===== src/rtl/lsc_i2c_pkg.sv =====
// Shared definitions for the lsc_i2cs_16 I2C register-access target.
//   state_t           : target FSM states
//   I2C_ACK/I2C_NACK  : SDA levels driven during the acknowledge bit
//   DEV_ADDR_DEFAULT  : default 7-bit target address
package lsc_i2c_pkg;

    typedef enum logic [3:0] {
        StIdle,
        StDev,
        StDack,
        StOfsh,
        StOfsl,
        StWdat,
        StRdat,
        StRack,
        StWait
    } state_t;

    localparam logic I2C_ACK  = 1'b0;
    localparam logic I2C_NACK = 1'b1;

    localparam logic [6:0] DEV_ADDR_DEFAULT = 7'h24;

endpackage


===== src/rtl/lsc_i2c_filt.sv =====
// Two-flop synchronizer followed by a glitch filter and edge flags for one bus line.
//   clk, reset : clock and synchronous active-high reset
//   raw_i      : raw bus level
//   level_o    : filtered level (resets to 1, the idle bus level)
//   rise_o     : one-cycle flag, asserted in the cycle level_o becomes 1
//   fall_o     : one-cycle flag, asserted in the cycle level_o becomes 0
module lsc_i2c_filt #(
    parameter int unsigned FILT_LEN = 3
) (
    input  logic clk,
    input  logic reset,
    input  logic raw_i,
    output logic level_o,
    output logic rise_o,
    output logic fall_o
);

    localparam int unsigned    CntW   = (FILT_LEN > 1) ? $clog2(FILT_LEN) : 1;
    localparam logic [CntW-1:0] CntMax = CntW'(FILT_LEN - 1);

    logic            sync1_q, sync2_q;
    logic            level_q, level_d;
    logic            rise_q, fall_q;
    logic [CntW-1:0] cnt_q, cnt_d;

    // A new level is accepted only after FILT_LEN consecutive differing samples.
    always_comb begin
        level_d = level_q;
        cnt_d   = '0;
        if (sync2_q != level_q) begin
            if (cnt_q == CntMax) begin
                level_d = sync2_q;
            end else begin
                cnt_d = cnt_q + CntW'(1);
            end
        end
    end

    always_ff @(posedge clk) begin
        if (reset) begin
            sync1_q <= 1'b1;
            sync2_q <= 1'b1;
            level_q <= 1'b1;
            cnt_q   <= '0;
            rise_q  <= 1'b0;
            fall_q  <= 1'b0;
        end else begin
            sync1_q <= raw_i;
            sync2_q <= sync1_q;
            level_q <= level_d;
            cnt_q   <= cnt_d;
            rise_q  <= level_d & ~level_q;
            fall_q  <= ~level_d & level_q;
        end
    end

    assign level_o = level_q;
    assign rise_o  = rise_q;
    assign fall_o  = fall_q;

endmodule


===== src/rtl/lsc_i2cs_16.sv =====
// I2C target with a 16-bit register pointer and a simple register strobe interface.
//   clk, reset          : 48 MHz clock, synchronous active-high reset
//   scl_in, sda_in      : raw bus levels
//   scl_out             : always 1 (no clock stretching)
//   sda_out             : 0 pulls SDA low, 1 releases it
//   reg_addr            : register pointer, kept across transactions
//   reg_wr, reg_wdata   : one-cycle write strobe and data
//   reg_rd, reg_rdata   : one-cycle read strobe; reg_rdata valid the cycle after
//   busy                : high from an address match until STOP
module lsc_i2cs_16
    import lsc_i2c_pkg::*;
#(
    parameter logic [6:0]  DEV_ADDR = DEV_ADDR_DEFAULT,
    parameter int unsigned FILT_LEN = 3
) (
    input  logic        clk,
    input  logic        reset,
    input  logic        scl_in,
    input  logic        sda_in,
    output logic        scl_out,
    output logic        sda_out,
    output logic [15:0] reg_addr,
    output logic        reg_wr,
    output logic [7:0]  reg_wdata,
    output logic        reg_rd,
    input  logic [7:0]  reg_rdata,
    output logic        busy
);

    logic scl_lvl, scl_rise, scl_fall;
    logic sda_lvl, sda_rise, sda_fall;
    logic start, stop;

    lsc_i2c_filt #(.FILT_LEN(FILT_LEN)) u_scl_filt (
        .clk     (clk),
        .reset   (reset),
        .raw_i   (scl_in),
        .level_o (scl_lvl),
        .rise_o  (scl_rise),
        .fall_o  (scl_fall)
    );

    lsc_i2c_filt #(.FILT_LEN(FILT_LEN)) u_sda_filt (
        .clk     (clk),
        .reset   (reset),
        .raw_i   (sda_in),
        .level_o (sda_lvl),
        .rise_o  (sda_rise),
        .fall_o  (sda_fall)
    );

    assign start = sda_fall & scl_lvl;
    assign stop  = sda_rise & scl_lvl;

    state_t      state_q, state_d;
    state_t      ret_q, ret_d;      // state to enter once our ACK bit is released
    logic [3:0]  cnt_q, cnt_d;
    logic [7:0]  shreg_q, shreg_d;
    logic        sda_q, sda_d;
    logic        busy_q, busy_d;
    logic [15:0] addr_q, addr_d;
    logic        wr_q, wr_d;
    logic        rd_q, rd_d;
    logic        cap_q;             // reg_rdata is valid this cycle
    logic [7:0]  wdata_q, wdata_d;

    always_comb begin
        state_d = state_q;
        ret_d   = ret_q;
        cnt_d   = cnt_q;
        shreg_d = shreg_q;
        sda_d   = sda_q;
        busy_d  = busy_q;
        addr_d  = addr_q;
        wr_d    = 1'b0;
        rd_d    = 1'b0;
        wdata_d = wdata_q;

        if (wr_q) addr_d = addr_q + 16'd1;
        if (cap_q) shreg_d = reg_rdata;

        if (stop) begin
            state_d = StIdle;
            busy_d  = 1'b0;
            sda_d   = I2C_NACK;
            cnt_d   = '0;
        end else if (start) begin
            state_d = StDev;
            sda_d   = I2C_NACK;
            cnt_d   = '0;
        end else begin
            unique case (state_q)
                StDev, StOfsh, StOfsl, StWdat: begin
                    if (scl_rise && cnt_q != 4'd8) begin
                        shreg_d = {shreg_q[6:0], sda_lvl};
                        cnt_d   = cnt_q + 4'd1;
                    end else if (scl_fall && cnt_q == 4'd8) begin
                        cnt_d   = '0;
                        sda_d   = I2C_ACK;
                        state_d = StDack;
                        case (state_q)
                            StDev: begin
                                if (shreg_q[7:1] != DEV_ADDR) begin
                                    sda_d   = I2C_NACK;
                                    state_d = StWait;
                                end else begin
                                    busy_d = 1'b1;
                                    if (shreg_q[0]) begin
                                        ret_d = StRdat;
                                        rd_d  = 1'b1;
                                    end else begin
                                        ret_d = StOfsh;
                                    end
                                end
                            end
                            StOfsh: begin
                                addr_d = {shreg_q, addr_q[7:0]};
                                ret_d  = StOfsl;
                            end
                            StOfsl: begin
                                addr_d = {addr_q[15:8], shreg_q};
                                ret_d  = StWdat;
                            end
                            default: begin
                                wr_d    = 1'b1;
                                wdata_d = shreg_q;
                                ret_d   = StWdat;
                            end
                        endcase
                    end
                end
                StDack: begin
                    if (scl_fall) begin
                        state_d = ret_q;
                        if (ret_q == StRdat) begin
                            // Releasing the ACK and driving the read MSB share this edge.
                            sda_d   = shreg_q[7];
                            shreg_d = {shreg_q[6:0], 1'b0};
                            cnt_d   = 4'd1;
                        end else begin
                            sda_d = I2C_NACK;
                            cnt_d = '0;
                        end
                    end
                end
                StRdat: begin
                    if (scl_fall) begin
                        if (cnt_q == 4'd8) begin
                            sda_d   = I2C_NACK;
                            cnt_d   = '0;
                            state_d = StRack;
                        end else begin
                            sda_d   = shreg_q[7];
                            shreg_d = {shreg_q[6:0], 1'b0};
                            cnt_d   = cnt_q + 4'd1;
                        end
                    end
                end
                StRack: begin
                    // Fetch on the ACK rising edge so data is ready by the next falling edge.
                    if (scl_rise) begin
                        if (sda_lvl == I2C_ACK) begin
                            addr_d  = addr_q + 16'd1;
                            rd_d    = 1'b1;
                            cnt_d   = '0;
                            state_d = StRdat;
                        end else begin
                            state_d = StWait;
                        end
                    end
                end
                StIdle, StWait: ;
                default: state_d = StIdle;
            endcase
        end
    end

    always_ff @(posedge clk) begin
        if (reset) begin
            state_q <= StIdle;
            ret_q   <= StIdle;
            cnt_q   <= '0;
            shreg_q <= '0;
            sda_q   <= 1'b1;
            busy_q  <= 1'b0;
            addr_q  <= '0;
            wr_q    <= 1'b0;
            rd_q    <= 1'b0;
            cap_q   <= 1'b0;
            wdata_q <= '0;
        end else begin
            state_q <= state_d;
            ret_q   <= ret_d;
            cnt_q   <= cnt_d;
            shreg_q <= shreg_d;
            sda_q   <= sda_d;
            busy_q  <= busy_d;
            addr_q  <= addr_d;
            wr_q    <= wr_d;
            rd_q    <= rd_d;
            cap_q   <= rd_q;
            wdata_q <= wdata_d;
        end
    end

    assign scl_out   = 1'b1;
    assign sda_out   = sda_q;
    assign reg_addr  = addr_q;
    assign reg_wr    = wr_q;
    assign reg_wdata = wdata_q;
    assign reg_rd    = rd_q;
    assign busy      = busy_q;

endmodule


===== config.mk =====
export PLATFORM = sky130hd
export DESIGN_NAME = lsc_i2cs_16
export DESIGN_NICKNAME = d
export VERILOG_FILES = /design/src/rtl/lsc_i2c_pkg.sv /design/src/rtl/lsc_i2c_filt.sv /design/src/rtl/lsc_i2cs_16.sv
export SDC_FILE = /design/constraint.sdc
export NUM_CORES = 1
export LEC_CHECK = 0
export CORE_ASPECT_RATIO = 0.9
export CORE_MARGIN = 8
export CORE_UTILIZATION = 40
export DETAILED_ROUTE_END_ITERATION = 7
export MAX_ROUTING_LAYER = met4
export REMOVE_ABC_BUFFERS = 1
export SLEW_MARGIN = 20
export SYNTH_ARGS = -nofsm -noshare
export SYNTH_HDL_FRONTEND = slang
export SYNTH_SLANG_ARGS = --single-unit

===== constraint.sdc =====
create_clock -name clk -period 2.6 [get_ports clk]
set_input_delay 0.39 -clock clk [delete_from_list [all_inputs] [get_ports clk]]
set_output_delay 0.39 -clock clk [all_outputs]
set_load 0.1 [all_outputs]

==> impl_metrics.csv, run 1 <==
group,metric,value,unit
die,num_rows,32,
grt,maximum_number_of_pins_on_one_net_before_global_route_repair,35,
synth,synth_ff_type,"sky130_fd_sc_hd__dfxtp_1",
cells_and_area,fillerInstances,826,
placed_design,finalWeightedCongestion,0.904,
clocking,cts_repair_resize_count,0,
die,core_area,8610,um^2
sta,tightest_pin_transition,0.560,ns
sta,time_the_final_worst_path_needs_with_i_o_delays_and_setup,2.35,ns
sta,worst_slew_margin_rel,62.6,%
synth,ys_seq_elements,62,
synth,synthesis.instances,431,
detailed_routing,antenna_violating_nets_post_route,0,
cells_and_area,drive_above_1_share,17.6,%
die,die_h,106,um
synth,synth_compound_area_share,21.8,%
clocking,path_clk_slew,0.08,ns
setup_path,crit_type,"register to register",
detailed_routing,drc,0,
setup_path,worstPathCellList,"nor2_1 > nor3_4 > a221o_2 > nand2_2 > a311oi_1 > o221a_1",
setup_path,rrSetupSlack,0.25,ns
die,die_width,116,um
clocking,htreeDepth,3,
synth,synth_enable_flop_cells,0,
placed_design,buffer_ports.inserted,39,
sta,timing_max_transition_violations_final,0,
synth,netlist.top_cell.by_area,"sky130_fd_sc_hd__dfxtp_1",
detailed_routing,wl_per_cell,17.2,um
setup_path,worst_ep_arrival_time,2.65,ns
synth,top_area_cells_in_the_synthesized_netlist,"sky130_fd_sc_hd__dfxtp_1, sky130_fd_sc_hd__nor2_1, sky130_fd_sc_hd__mux2i_1",
grt,global_route.usage.total,17.8,%
clocking,insertion_delay,0.35,ns
detailed_routing,initialDrtViolationCount,324,
setup_path,critPathLaunchType,"register",
synth,ys_warn_count,0,
sta,timing.final.crit_share,90.4,%
setup_path,critPathRequiredTime,2.90,ns
sta,report.final.hold_viol_count,0,
pwr,worst_supply_voltage_drop_on_vdd,297,uV
clocking,tritoncts,"yes",
clocking,cts_made_buffers,9,
grt,grt_pass1_vias,3236,
worst_hold_path,hold_class,"register to register",
cells_and_area,layout-area-overhead-vs-synth,17.0,%
synth,xor_xnor_portion_of_the_synthesized_cell_area,2.94,%
synth,synthAdderAreaFrac,1.75,%
setup_path,worst_path_max_delay_cell,"sky130_fd_sc_hd__dfxtp_1",
synth,yosysUniqueCellTypes,71,
clocking,cts_setup_buffers,0,
synth,synthesis.area,3570,um^2
sta,worst_clock_skew_on_the_final_layout,0.0134,ns
placed_design,place.detailed.hpwl,7.29,mm
die,top_level_ports,41,
detailed_routing,wirelength,10.2,mm
clocking,ctsHoldBuffers,0,
sta,setup_viol_count_final,0,
pwr,cellPowerDensity,426,nW/um^2
sta,hold-worst-slack,0.411,ns
clocking,clockRootBuffer,"sky130_fd_sc_hd__clkbuf_8",
worst_hold_path,whs_path_depth,1,
setup_path,endpoint_kind,"register",
synth,synth_simple_gate_area_share,27.1,%
sta,finalSetupTns,0,ns
synth,seq_area_frac_synth,34.7,%
setup_path,worstPathMaxFanout,18,
cells_and_area,nets,484,
setup_path,critical_path.max_stage_delay,0.68,ns
detailed_routing,drt-pass1-iter-count,5,
synth,asyncSetResetFlopFracSynth,0,%
sta,setup_repair_after_global_routing_missed_its_margin,"no",
die,initial_utilization,41.5,%
pwr,power_leakage,1.55,nW
grt,wire_length_of_the_first_global_routing_pass,17.0,mm
synth,syn-mean-instance-area,8.29,um^2
detailed_routing,vias_per_cell,5.82,
synth,synth_top_family_by_area,"simple AND/OR/NAND/NOR gates",
grt,grt_overflow,0,
clocking,numClockSinks,62,
grt,antenna_found_initial,0,
clocking,maximum_number_of_buffers_from_clock_root_to_sink,2,
synth,mux_cell_area_share_after_synthesis,5.99,%
cells_and_area,antenna_cells_inserted,0,
outcome,result_of_the_run,"complete, no violations",
setup_path,r2r_cells,6,
synth,top_cell_type_s_share_of_synthesized_area,34.7,%
detailed_routing,route.vias.total,3438,
sta,fmax,425,MHz
die,die_area,12200,um^2
run,max-cap-violations,0,
flip-flops by register name, indices dropped and copies added (netlist names), 2 cells and up:
| signal | count |
|---|---|
| u_scl_filt.cnt_q | 2 |
| reg_addr | 16 |
| ret_q | 3 |
| reg_wdata | 8 |
| u_sda_filt.cnt_q | 2 |
| state_q | 4 |
| shreg_q | 8 |
| cnt_q | 4 |
cells in the final DEF, fill, tap and decap left out, drive strengths merged, types with 5 or more instances in the layout:
cell / netlist / layout
a211oi: 10 / 10
a21oi: 27 / 27
a221oi: 6 / 6
a311oi: 6 / 6
a31oi: 7 / 7
and3: 6 / 6
buf: 16 / 45
clkbuf: 15 / 10
clkdlybuf4s50: 0 / 11
clkinv: 1 / 5
dfxtp: 62 / 62
ha: 5 / 5
inv: 10 / 10
mux2i: 18 / 18
nand2: 26 / 26
nand2b: 6 / 6
nand3: 19 / 19
nand4: 7 / 7
nor2: 59 / 59
nor2b: 6 / 6
nor3: 15 / 15
nor4: 5 / 5
nor4bb: 6 / 6
o21ai: 16 / 16
o22ai: 6 / 6
or2: 5 / 5
or3: 6 / 6
xnor2: 7 / 7
xor2: 5 / 5
worst paths after layout:
check,endpoint,start
max,reg_addr[5],state_q[2]
min,u_scl_filt.sync2_q,u_scl_filt.sync1_q
max reg2reg,reg_addr[5],state_q[2]
min reg2reg,u_scl_filt.sync2_q,u_scl_filt.sync1_q
metal layers:
layer | track usage (%) | vias to the layer above | wire length [um]
met5 | - | - | 0
met1 | 23.6 | 1631 | 4880
li1 | - | 1664 | -
met3 | 3.99 | 12 | 699
met4 | 6.01 | 0 | 124
met2 | 26.0 | 131 | 4470
worst max-delay path: cells and delay by family (launching register included):
kind / cells / cell delay [ns]
AO/OA/AOI/OAI: 3 / 0.93
flip-flops: 1 / 0.68
AND/OR/NAND/NOR: 3 / 0.68
report_power, final:
group          internal [mW]  switching [mW]
logic                 0.0278          0.0351
clock network          0.342           0.415
registers              0.953         0.00526
total                   1.32           0.456
cells in the mapped netlist (all sizes together) (2+ instances only):
library cell   n
a21o           3
xor2           5
a21oi         27
or2            5
mux2           3
ha             5
or3            6
o211ai         2
clkbuf        15
nand4          7
and2           4
nand3         19
a22oi          4
nor2b          6
o21ai         16
nand3b         2
nand2b         6
buf           16
nand2         26
a31oi          7
and3           6
a221o          2
a311oi         6
and4           2
a221oi         6
xnor2          7
o22ai          6
nor3          15
mux2i         18
a32oi          4
a41oi          2
o21a           3
a211oi        10
nor4           5
inv           10
dfxtp         62
nor4bb         6
o221a          2
nor2          59
per-stage QoR:
step           worst slack, ns  area (um^2)  std cells  utilization, %  power [mW]
6_report                 0.249         4180        591            48.5        1.78
3_3_place_gp             0.376         4010        575            46.6        1.04
2_1_floorplan           0.0183         3420        400               -        1.01
5_1_grt                 0.0681         4180        591            48.5        1.85
3_5_place_dp             0.337         4010        575            46.6        1.04
4_1_cts                  0.305         4180        591            48.5        1.80
area by class of cell:
| cell class | instances | area [um^2] | area share (%) |
|---|---|---|---|
| Clock buffer | 10 | 128 | 3.05 |
| Clock inverter | 6 | 38.8 | 0.928 |
| Inverter | 11 | 41.3 | 0.988 |
| Multi-Input combinational cell | 327 | 2130 | 51.0 |
| Sequential cell | 62 | 1240 | 29.7 |
| Tap cell | 119 | 149 | 3.56 |
| Timing Repair Buffer | 56 | 448 | 10.7 |
cell families after synthesis:
group	Yosys count
multiplexers	21
buffers and inverters	42
adder cells (fa/ha/maj)	5
other	1
AND/OR/NAND/NOR	178
AO/OA/AOI/OAI	110
XOR/XNOR	12
flip-flops	62
Power figures use the tool's default switching activity.
==> run 2: changes to the inputs <==
- CAP_MARGIN: unset -> 25
- RECOVER_POWER: unset -> 25
==> run 2 against run 1 <==
Effect of this change:
- combinational power is 3% lower
- utilization fell by 0.39 points
- sequential cell count stayed put
- hold slack about the same
- clock skew hardly changed
- register-to-register slack about the same
- non-clock buffer count unchanged
- global-route usage unchanged
==> impl_metrics.csv, run 2 (synthesis results as in run 1) <==
group,metric,value,unit
cells_and_area,layout.cells.most_common,"sky130_fd_sc_hd__dfxtp_1",
placed_design,preCtsSetupSlack,0.337,ns
sta,tightest_pin_transition,1.19,ns
grt,maximum_number_of_pins_on_one_net_before_global_route_repair,35,
pwr,pwr-share-clk,42.6,%
die,num_rows,32,
clocking,path_clk_slew,0.08,ns
setup_path,worstPathMaxFanout,18,
die,initial_utilization,41.5,%
detailed_routing,drc,0,
clocking,htreeDepth,3,
die,die_area,12200,um^2
grt,wire_length_of_the_first_global_routing_pass,17.0,mm
sta,worst_clock_skew_on_the_final_layout,0.0138,ns
clocking,cts_repair_resize_count,0,
sta,worst_slew_margin_rel,20.9,%
pwr,power_leakage,1.51,nW
setup_path,critPathRequiredTime,2.90,ns
setup_path,crit_type,"register to register",
detailed_routing,antenna_violating_nets_post_route,0,
cells_and_area,nets,484,
detailed_routing,vias_per_cell,5.76,
setup_path,worst_ep_arrival_time,2.66,ns
die,top_level_ports,41,
cells_and_area,fillerInstances,832,
cells_and_area,multi_input_area,2130,um^2
clocking,ctsHoldBuffers,0,
cells_and_area,layout-area-overhead-vs-synth,16.0,%
grt,antenna_found_initial,0,
pwr,seq_power_share,53.9,%
sta,time_the_final_worst_path_needs_with_i_o_delays_and_setup,2.36,ns
detailed_routing,route.vias.total,3407,
grt,grt_pass1_vias,3236,
setup_path,critPathLaunchType,"register",
sta,setup_repair_after_global_routing_missed_its_margin,"no",
pwr,share_comb_of_total_power,3.4,%
detailed_routing,wl_met3,684,um
pwr,netSwitchingPower,0.455,mW
placed_design,finalWeightedCongestion,0.904,
cells_and_area,antenna_cells_inserted,0,
sta,timing.final.crit_share,90.8,%
detailed_routing,wirelength,10.2,mm
sta,report.final.hold_viol_count,0,
sta,timing_max_transition_violations_final,0,
placed_design,place.detailed.hpwl,7.29,mm
clocking,clockRootBuffer,"sky130_fd_sc_hd__clkbuf_8",
pwr,cellPowerDensity,429,nW/um^2
detailed_routing,wl_per_cell,17.2,um
sta,final_ws_setup,0.239,ns
cells_and_area,drive_above_1_share,15.7,%
worst_hold_path,hold_class,"register to register",
clocking,maximum_number_of_buffers_from_clock_root_to_sink,2,
detailed_routing,met2_layer_wire_length_in_the_routed_design,4.50,mm
detailed_routing,maxUsedRoutingLayer,"met4",
detailed_routing,drt-pass1-iter-count,4,
clocking,cts_made_buffers,9,
cells_and_area,largest_register_ffs,16,
detailed_routing,initialDrtViolationCount,348,
die,die_width,116,um
setup_path,endpoint_kind,"register",
grt,grt_overflow,0,
cells_and_area,seqCellArea,1240,um^2
cells_and_area,utilization,48.2,%
sta,finalSetupTns,0,ns
clocking,cts_setup_buffers,0,
pwr,worst_supply_voltage_drop_on_vdd,296,uV
cells_and_area,final_cell_mix,"sky130_fd_sc_hd__dfxtp_1, sky130_fd_sc_hd__nor2_1, sky130_fd_sc_hd__buf_4, sky130_fd_sc_hd__a21oi_1, sky130_fd_sc_hd__nand2_1",
die,die_h,106,um
pwr,p_int,1.32,mW
pwr,sw_frac_of_total,25.6,%
clocking,insertion_delay,0.35,ns
placed_design,buffer_ports.inserted,39,
clocking,tritoncts,"yes",
die,core_area,8610,um^2
outcome,result_of_the_run,"complete, no violations",
detailed_routing,detail_route.wirelength.met1,4.88,mm
clocking,numClockSinks,62,
sta,fmax,424,MHz
sta,hold-worst-slack,0.410,ns
sta,setup_viol_count_final,0,
grt,global_route.usage.total,17.8,%
run,max-cap-violations,0,
-- run 2: changes by cell type in the layout (fill, tap and decap cells not counted), sizes merged --
cell           previous run  this run
dlygate4sd3               0         1
clkdlybuf4s50            11        10
buf                      45        36
clkbuf                   10        19
-- run 2: cell type report --
type                       instances  share of cell area (%)
timing repair buffer              56                    9.99
clock buffer                      10                    3.08
clock inverter                     6                   0.936
tap                              119                    3.59
inverter                          11                   0.996
multi-input combinational        327                    51.5
sequential                        62                    29.9
-- run 2: final timing paths --
kind / from / end / slack, ns / depth (start not counted)
hold / removal: u_scl_filt.sync1_q / u_scl_filt.sync2_q / 0.41 / 1
hold reg to reg: u_scl_filt.sync1_q / u_scl_filt.sync2_q / 0.41 / 1
setup / recovery: state_q[2] / reg_addr[5] / 0.24 / 6
setup reg to reg: state_q[2] / reg_addr[5] / 0.24 / 6
-- run 2: power by group through the flow --
stage / clock network, mW / registers (mW) / logic (mW)
5_1_grt: 0.821 / 0.959 / 0.0673
3_3_place_gp: 0 / 0.980 / 0.0629
2_1_floorplan: 0 / 0.979 / 0.0261
6_report: 0.757 / 0.959 / 0.0612
4_1_cts: 0.777 / 0.959 / 0.0632
3_5_place_dp: 0 / 0.981 / 0.0633
-- run 2: critical path: stages (launching register included) --
cell                       delay, ns
sky130_fd_sc_hd__dfxtp_1        0.68
sky130_fd_sc_hd__nor2_1         0.16
sky130_fd_sc_hd__nor3_4         0.41
sky130_fd_sc_hd__a221o_2        0.45
sky130_fd_sc_hd__nand2_2        0.11
sky130_fd_sc_hd__a311oi_1       0.28
sky130_fd_sc_hd__o221a_1        0.22
-- run 2: per-stage QoR --
step / total power, mW / std cells / cell area, um^2
2_1_floorplan: 1.01 / 400 / 3420
3_3_place_gp: 1.04 / 575 / 4010
3_5_place_dp: 1.04 / 575 / 4010
4_1_cts: 1.80 / 591 / 4180
5_1_grt: 1.85 / 591 / 4150
6_report: 1.78 / 591 / 4150
-- run 2: metal layers --
metal,GRT usage [%],up-vias
li1,-,1659
met1,23.6,1622
met2,26.0,118
met3,3.99,8
met4,6.01,0
met5,-,-
